### src/rtl/comb_truth_tbl_sweep.sv
// Sweeps every input combination of a small combinational function and captures its truth table.
// Optional COMB_TRUTH_TBL_SWEEP_ONES_EN adds a registered minterm count (result_ones).
module comb_truth_tbl_sweep #(
  parameter  int NINPUTS = 3,
  localparam int TBLW    = 2**NINPUTS
) (
  input  logic               clk,
  input  logic               reset,
  input  logic               start_val,
  output logic               start_rdy,
  output logic [NINPUTS-1:0] abc,
  input  logic               f,
  output logic               result_val,
  input  logic               result_rdy,
`ifdef COMB_TRUTH_TBL_SWEEP_ONES_EN
  output logic [NINPUTS:0]   result_ones,
`endif
  output logic [TBLW-1:0]    result_tbl
);

  typedef enum logic [1:0] {IDLE, SWEEP, DONE} state_t;

  localparam logic [NINPUTS-1:0] LAST_IDX = NINPUTS'(TBLW - 1);

  state_t              state;
  state_t              state_nxt;
  logic [NINPUTS-1:0]  idx;
  logic [TBLW-1:0]     tbl;
`ifdef COMB_TRUTH_TBL_SWEEP_ONES_EN
  logic [NINPUTS:0]    ones_cnt;
`endif

  // Handshake outputs depend on state only; abc is forced to 0 outside SWEEP.
  always_comb begin
    state_nxt  = state;
    start_rdy  = 1'b0;
    result_val = 1'b0;
    abc        = '0;
    case (state)
      IDLE: begin
        start_rdy = 1'b1;
        if (start_val) state_nxt = SWEEP;
      end
      SWEEP: begin
        abc = idx;
        if (idx == LAST_IDX) state_nxt = DONE;
      end
      DONE: begin
        result_val = 1'b1;
        if (result_rdy) state_nxt = IDLE;
      end
      default: state_nxt = IDLE;
    endcase
  end

  always_ff @(posedge clk) begin
    if (reset) begin
      state <= IDLE;
      idx   <= '0;
      tbl   <= '0;
`ifdef COMB_TRUTH_TBL_SWEEP_ONES_EN
      ones_cnt <= '0;
`endif
    end else begin
      state <= state_nxt;
      case (state)
        IDLE: begin
          if (start_val) begin
            idx <= '0;
            tbl <= '0;
`ifdef COMB_TRUTH_TBL_SWEEP_ONES_EN
            ones_cnt <= '0;
`endif
          end
        end
        SWEEP: begin
          // idx wraps to 0 naturally on the last step of the sweep
          tbl[idx] <= f;
          idx      <= idx + 1'b1;
`ifdef COMB_TRUTH_TBL_SWEEP_ONES_EN
          ones_cnt <= ones_cnt + {{NINPUTS{1'b0}}, f};
`endif
        end
        default: ;
      endcase
    end
  end

  assign result_tbl = tbl;
`ifdef COMB_TRUTH_TBL_SWEEP_ONES_EN
  assign result_ones = ones_cnt;
`endif

endmodule

### config.mk
export PLATFORM = sky130hd
export DESIGN_NAME = comb_truth_tbl_sweep
export DESIGN_NICKNAME = d
export VERILOG_FILES = /design/src/rtl/comb_truth_tbl_sweep.sv
export SDC_FILE = /design/constraint.sdc
export NUM_CORES = 1
export LEC_CHECK = 0
export CAP_MARGIN = 20
export CORE_UTILIZATION = 40
export DETAILED_ROUTE_END_ITERATION = 7
export GPL_TIMING_DRIVEN = 0
export PLACE_DENSITY = 0.8
export RECOVER_POWER = 50
export SYNTH_ARGS = -nofsm -noshare
export SYNTH_HDL_FRONTEND = slang
export SYNTH_SLANG_ARGS = --single-unit
### constraint.sdc
create_clock -name clk -period 1.1 [get_ports clk]
set_input_delay 0.165 -clock clk [delete_from_list [all_inputs] [get_ports clk]]
set_output_delay 0.165 -clock clk [all_outputs]
set_load 0.1 [all_outputs]
==> results of run 1 <==
-- per-stage QoR --
step | power [mW] | hold slack, ns | area, um^2 | utilization, %
finish | 1.00 | 0.377 | 1120 | 81.2
global placement | 0.661 | 0.459 | 846 | 61.2
global route | 1.05 | 0.367 | 1120 | 81.2
detailed placement | 0.665 | 0.463 | 846 | 61.2
CTS | 1.00 | 0.363 | 1060 | 76.9
floorplan | 0.615 | 0.230 | 657 | -
-- cell families (layout without fill, tap and decap cells) --
logic type	Yosys count	in the layout	share of synthesized area [%]
adder cells (fa/ha/maj)	2	2	3.98
AO/OA/AOI/OAI	15	15	19.3
AND/OR/NAND/NOR	35	35	31.7
flip-flops	13	13	41.4
buffers and inverters	5	36	3.58
-- power by group through the flow --
stage	logic [mW]	clock network (mW)	registers (mW)
2_1_floorplan	0.0937	0	0.522
3_5_place_dp	0.162	0	0.503
3_3_place_gp	0.158	0	0.502
6_report	0.219	0.298	0.486
4_1_cts	0.204	0.310	0.489
5_1_grt	0.233	0.334	0.489
-- per-layer routing --
metal | GRT usage, % | vias to the layer above | wire length [um]
met5 | 0 | - | 0
met4 | 4.52 | 0 | 29
met3 | 8.70 | 4 | 81
met2 | 42.5 | 14 | 944
met1 | 27.2 | 285 | 813
li1 | - | 316 | -
-- cell usage in the layout, fill, tap and decap left out, types with 3 or more instances in the layout --
cell type / Yosys / layout
buf_12: 0 / 5
buf_6: 0 / 12
a31o_1: 8 / 8
clkbuf_4: 0 / 3
dfxtp_1: 13 / 8
nand2b_1: 3 / 3
buf_4: 0 / 8
nor2_1: 6 / 5
nor3_2: 0 / 5
clkdlybuf4s50_1: 0 / 3
nand2_1: 7 / 5
dfxtp_4: 0 / 4
-- state kept, by name, indices dropped and copies added (netlist names) --
signal / cells
result_tbl: 8
idx: 3
state: 2
-- path summary, 6_finish.rpt --
path,end,cells after the start
setup / recovery,abc[2],3
hold / removal,idx[0],2
setup reg to reg,result_tbl[6],4
hold reg to reg,state[0],1
-- final cells by class --
| class | count | area (um^2) |
|---|---|---|
| timing repair buffer | 27 | 312 |
| fill | 84 | 260 |
| clock buffer | 3 | 22.5 |
| clock inverter | 1 | 5.00 |
| buffer | 3 | 27.5 |
| tap | 15 | 18.8 |
| inverter | 2 | 12.5 |
| sequential | 13 | 277 |
| multi-input combinational | 52 | 448 |
-- repair_timing --
action	4_1_cts	5_1_grt
resized for setup	117	15
setup buffers	9	2
cloned	0	0
setup endpoints to repair	22	26
hold endpoints to repair	0	0
pin swaps	12	4
==> flow_summary.ini, run 1 <==
[logic_synthesis]
ys_types = 25
synth_common_cells = 13 x dfxtp_1, 8 x a31o_1, 7 x nand2_1
syn_area_um2 = 628
synthArstFlopShare_pct = 0
synth_top_area_cell = dfxtp_1
ys_seq_elements = 13
synthesis.nets = 77
synthCells = 70
yosysMostFrequentCell = dfxtp_1
ys_warn_count = 0
yosysTopAreaCellShare_pct = 41.4
synth_area_leaders = dfxtp_1 41%, a31o_1 11%, nor3_1 4.8%, nand2_1 4.2%, ha_1 4.0%
synth_edf_count = 0
synth_ff_type = dfxtp_1
yosysSeqAreaShare_pct = 41.4
avgSynthCellArea_um2 = 8.97

[run_status]
violations = negative setup slack
outcome = finished with violations

[floorplan]
die_h_um = 41.6
coreArea_um2 = 1380
ioPinCount = 18
num_rows = 13
initial_core_util_pct = 45.4
dieArea_um2 = 1730
fp.dieW_um = 41.6

[setup_path]
required_ns = 0.94
crit_type = reg2out
path_buf_inv = 1
start_kind = flip-flop
startpoint = state[0]
r2r_slack_ns = -0.20
cp_slowest_cell = dfxtp_4
crit_chain = nor2b_4 > and2_4 > buf_12
critPathMaxStageDelay_ns = 0.38
rr_startpoint = state[1]
cp_max_fo = 8
end_kind = primary output
worstPathArrival_ns = 1.19
critPathTopFamily = flip-flops

[clock_network]
cts_tree = done
htreeDepth = 1
cts_sinks = 13
holdBufCountCts = 0
ctsLongestPathBuffers = 2
clk_latency_ns = 0.28
root_buffer = clkbuf_4
cts_inserted_buffers = 3
clk_pin_slew_ns = 0.08

[power_and_ir_drop]
power.switching_mw = 0.305
p_int_mw = 0.699
seq_power_share_pct = 48.5
max-vdd-ir-drop_v = 0.000561
power.share.switching_pct = 30.4
p_clk_share_pct = 29.7
p_per_area_nw_per_um2 = 894
p_leak_nw = 0.430
p_comb_share_pct = 21.9

[hold_path]
hp-class = in2reg
worstHoldStart = reset

[global_route]
grt_overflow = 0
grt_start_max_net_pins = 11
grt_use_total_pct = 23.8
antenna_found_initial = 0
grt_pass1_wl_mm = 3.10
grt_pass1_vias = 641

[drt]
first_pass_iters = 3
drtIter0Drc = 5
antenna_left = 0
drcViolationCount = 0
wl_per_cell_um = 16.1
vias = 619
totalWireLength_mm = 1.87
avgViaCountPerCell = 5.34

[finish]
fin_nets = 109
layout-drive-gt1-share_pct = 57.4
diodes = 0
stdcell_count = 116
area_growth_pct = 78.7

[timing]
fmax_mhz = 739
rsz0062_at_grt = yes
fin_crit_sh_pct = 123
fin_crit_ns = 1.35
final.setup_skew_ns = 0.000310
slew_headroom_pct = 75.2
setup_viol = 16
worst_slew_pin_slew_ns = 0.371
setup_ws_ns = -0.253
fin_setup_tns_ns = -2.26
hold_viol = 0
slew_viol_final = 0

[placement]
place_inst = 102
gp_congestion = 0.811
dp_slack_ns = -1.13
port_buffers = 17
hpwl_mm = 1.03

[job]
cap_violations = 0
(Power assumes the default switching activity.)
==> run 2: changes to the inputs <==
--- a/config.mk
+++ b/config.mk
@@ -5,12 +5,13 @@
 export SDC_FILE = /design/constraint.sdc
 export NUM_CORES = 1
 export LEC_CHECK = 0
-export CAP_MARGIN = 20
+export CAP_MARGIN = 30
 export CORE_UTILIZATION = 40
 export DETAILED_ROUTE_END_ITERATION = 7
 export GPL_TIMING_DRIVEN = 0
 export PLACE_DENSITY = 0.8
 export RECOVER_POWER = 50
+export SKIP_LAST_GASP = 1
 export SYNTH_ARGS = -nofsm -noshare
 export SYNTH_HDL_FRONTEND = slang
 export SYNTH_SLANG_ARGS = --single-unit
==> results of run 2 <==
No change in the layout: final DEF, timing and power equal those of run 1.
==> run 3: changes to the inputs <==
==> constraint.sdc (replaced) <==
create_clock -name clk -period 1.1 [get_ports clk]
set_input_delay 0.165 -clock clk [delete_from_list [all_inputs] [get_ports clk]]
set_output_delay 0.165 -clock clk [all_outputs]
set_load 0.01 [all_outputs]
==> flow_summary.ini, run 3 (synthesis gave the netlist of run 1 again) <==
[clock_network]
clk_pin_slew_ns = 0.08
htreeDepth = 1
clk_latency_ns = 0.27
cts_tree = done
cts_inserted_buffers = 3
ctsLongestPathBuffers = 2
cts_sinks = 13
root_buffer = clkbuf_4
holdBufCountCts = 0

[placement]
dp_slack_ns = -0.387
place_area_um2 = 821
gp_congestion = 0.789
hpwl_um = 989
port_buffers = 17

[setup_path]
r2r_slack_ns = -0.14
start_kind = flip-flop
crit-reg2reg-capture = result_tbl[7]
cp_max_fo = 5
rr_startpoint = state[0]
worstPathArrival_ns = 1.10
end_kind = primary output
reg2reg_depth = 6
crit_type = reg2out
required_ns = 0.94

[timing]
final.setup_skew_ns = 0.000862
rsz0062_at_grt = yes
setup_ws_ns = -0.166
fmax_mhz = 790
slew_viol_final = 0
slew_headroom_pct = 78.5
hold_viol = 0
fin_crit_sh_pct = 115
fin_crit_ns = 1.27
setup_viol = 14
worst_slew_pin_slew_ns = 0.322

[drt]
drcViolationCount = 0
vias = 632
drtIter0Drc = 17
totalWireLength_mm = 1.78
wl_per_cell_um = 15.4
avgViaCountPerCell = 5.50
first_pass_iters = 4
antenna_left = 0

[run_status]
violations = negative setup slack
outcome = finished with violations

[global_route]
grt_pass1_wl_mm = 2.54
grt_start_max_net_pins = 11
grt_pass1_vias = 579
grt_overflow = 0
antenna_found_initial = 0
grt_use_total_pct = 19.4

[finish]
mostFrequentLayoutCells = 10 x buf_4, 9 x dlygate4sd2_1, 8 x a31o_1, 8 x dfxtp_1, 7 x nand2_1
multi_input_area_um2 = 462
regArea_um2 = 274
fin_nets = 108
final_common_cell = buf_4
diodes = 0
area_growth_pct = 65.3
layout-drive-gt1-share_pct = 47.0
nFillCells = 101
final_area_um2 = 1040
largest_register_ffs = 8

[hold_path]
hold-path-endpoint = idx[2]
hp-class = in2reg
worstHoldStart = reset
min_path_cells = 2

[floorplan]
die_h_um = 41.6
num_rows = 13
ioPinCount = 18
initial_core_util_pct = 45.4
coreArea_um2 = 1380
fp.dieW_um = 41.6
dieArea_um2 = 1730

[job]
cap_violations = 0

[power_and_ir_drop]
p_per_area_nw_per_um2 = 912
power_mw = 0.947
p_leak_nw = 0.428
max-vdd-ir-drop_v = 0.000604
run 3: worst max path at each step:
stage	start	end	slack, ns	depth (start not counted)
6_report	state[0]	abc[0]	-0.17	4
2_1_floorplan	state[1]	result_tbl[7]	0.006	4
3_5_place_dp	reset	result_tbl[0]	-0.39	5
4_1_cts	state[0]	result_tbl[2]	-0.14	4
5_1_grt	state[0]	abc[0]	-0.21	4
3_3_place_gp	reset	result_tbl[7]	-0.38	5
run 3: timing repair:
item	in CTS	in global routing
pin swaps	3	13
buffers inserted	8	1
endpoints found under the setup margin	22	18
resized for setup	45	18
run 3: cell type report:
cell class	count	share of cell area, %
clock buffers	4	2.53
inverters	2	0.723
flip-flops and latches	13	26.4
plain buffers	3	1.93
multi-input cells	52	44.5
repair buffers	26	22.2
well taps	15	1.81
run 3: metrics by stage:
stage | instances | util (%) | hold WS [ns] | setup TNS (ns)
after global placement | 102 | 59.4 | 0.458 | -4.43
after global routing | 115 | 75.1 | 0.406 | -2.03
after floorplan | 70 | - | 0.230 | 0
final | 115 | 75.1 | 0.384 | -1.48
after detailed placement | 102 | 59.4 | 0.467 | -4.79
after CTS | 114 | 67.1 | 0.345 | -1.34
run 3: critical path, stage by stage (launching register included):
cell	delay [ns]
dfxtp_4	0.38
buf_6	0.11
nand3b_1	0.14
inv_2	0.10
buf_6	0.10
run 3: per-layer routing:
layer	vias up	wire, um	track usage (%)
met5	-	0	0
met4	0	12	9.68
met3	2	76	2.61
met2	17	896	33.4
met1	303	789	23.3
li1	310	-	-
run 3: power by group:
| part | leakage (nW) | switching, mW | internal (mW) |
|---|---|---|---|
| registers | 0.108 | 0.0125 | 0.476 |
| clock network | 0.0150 | 0.155 | 0.140 |
| logic | 0.304 | 0.0834 | 0.0789 |
| total | 0.428 | 0.251 | 0.696 |
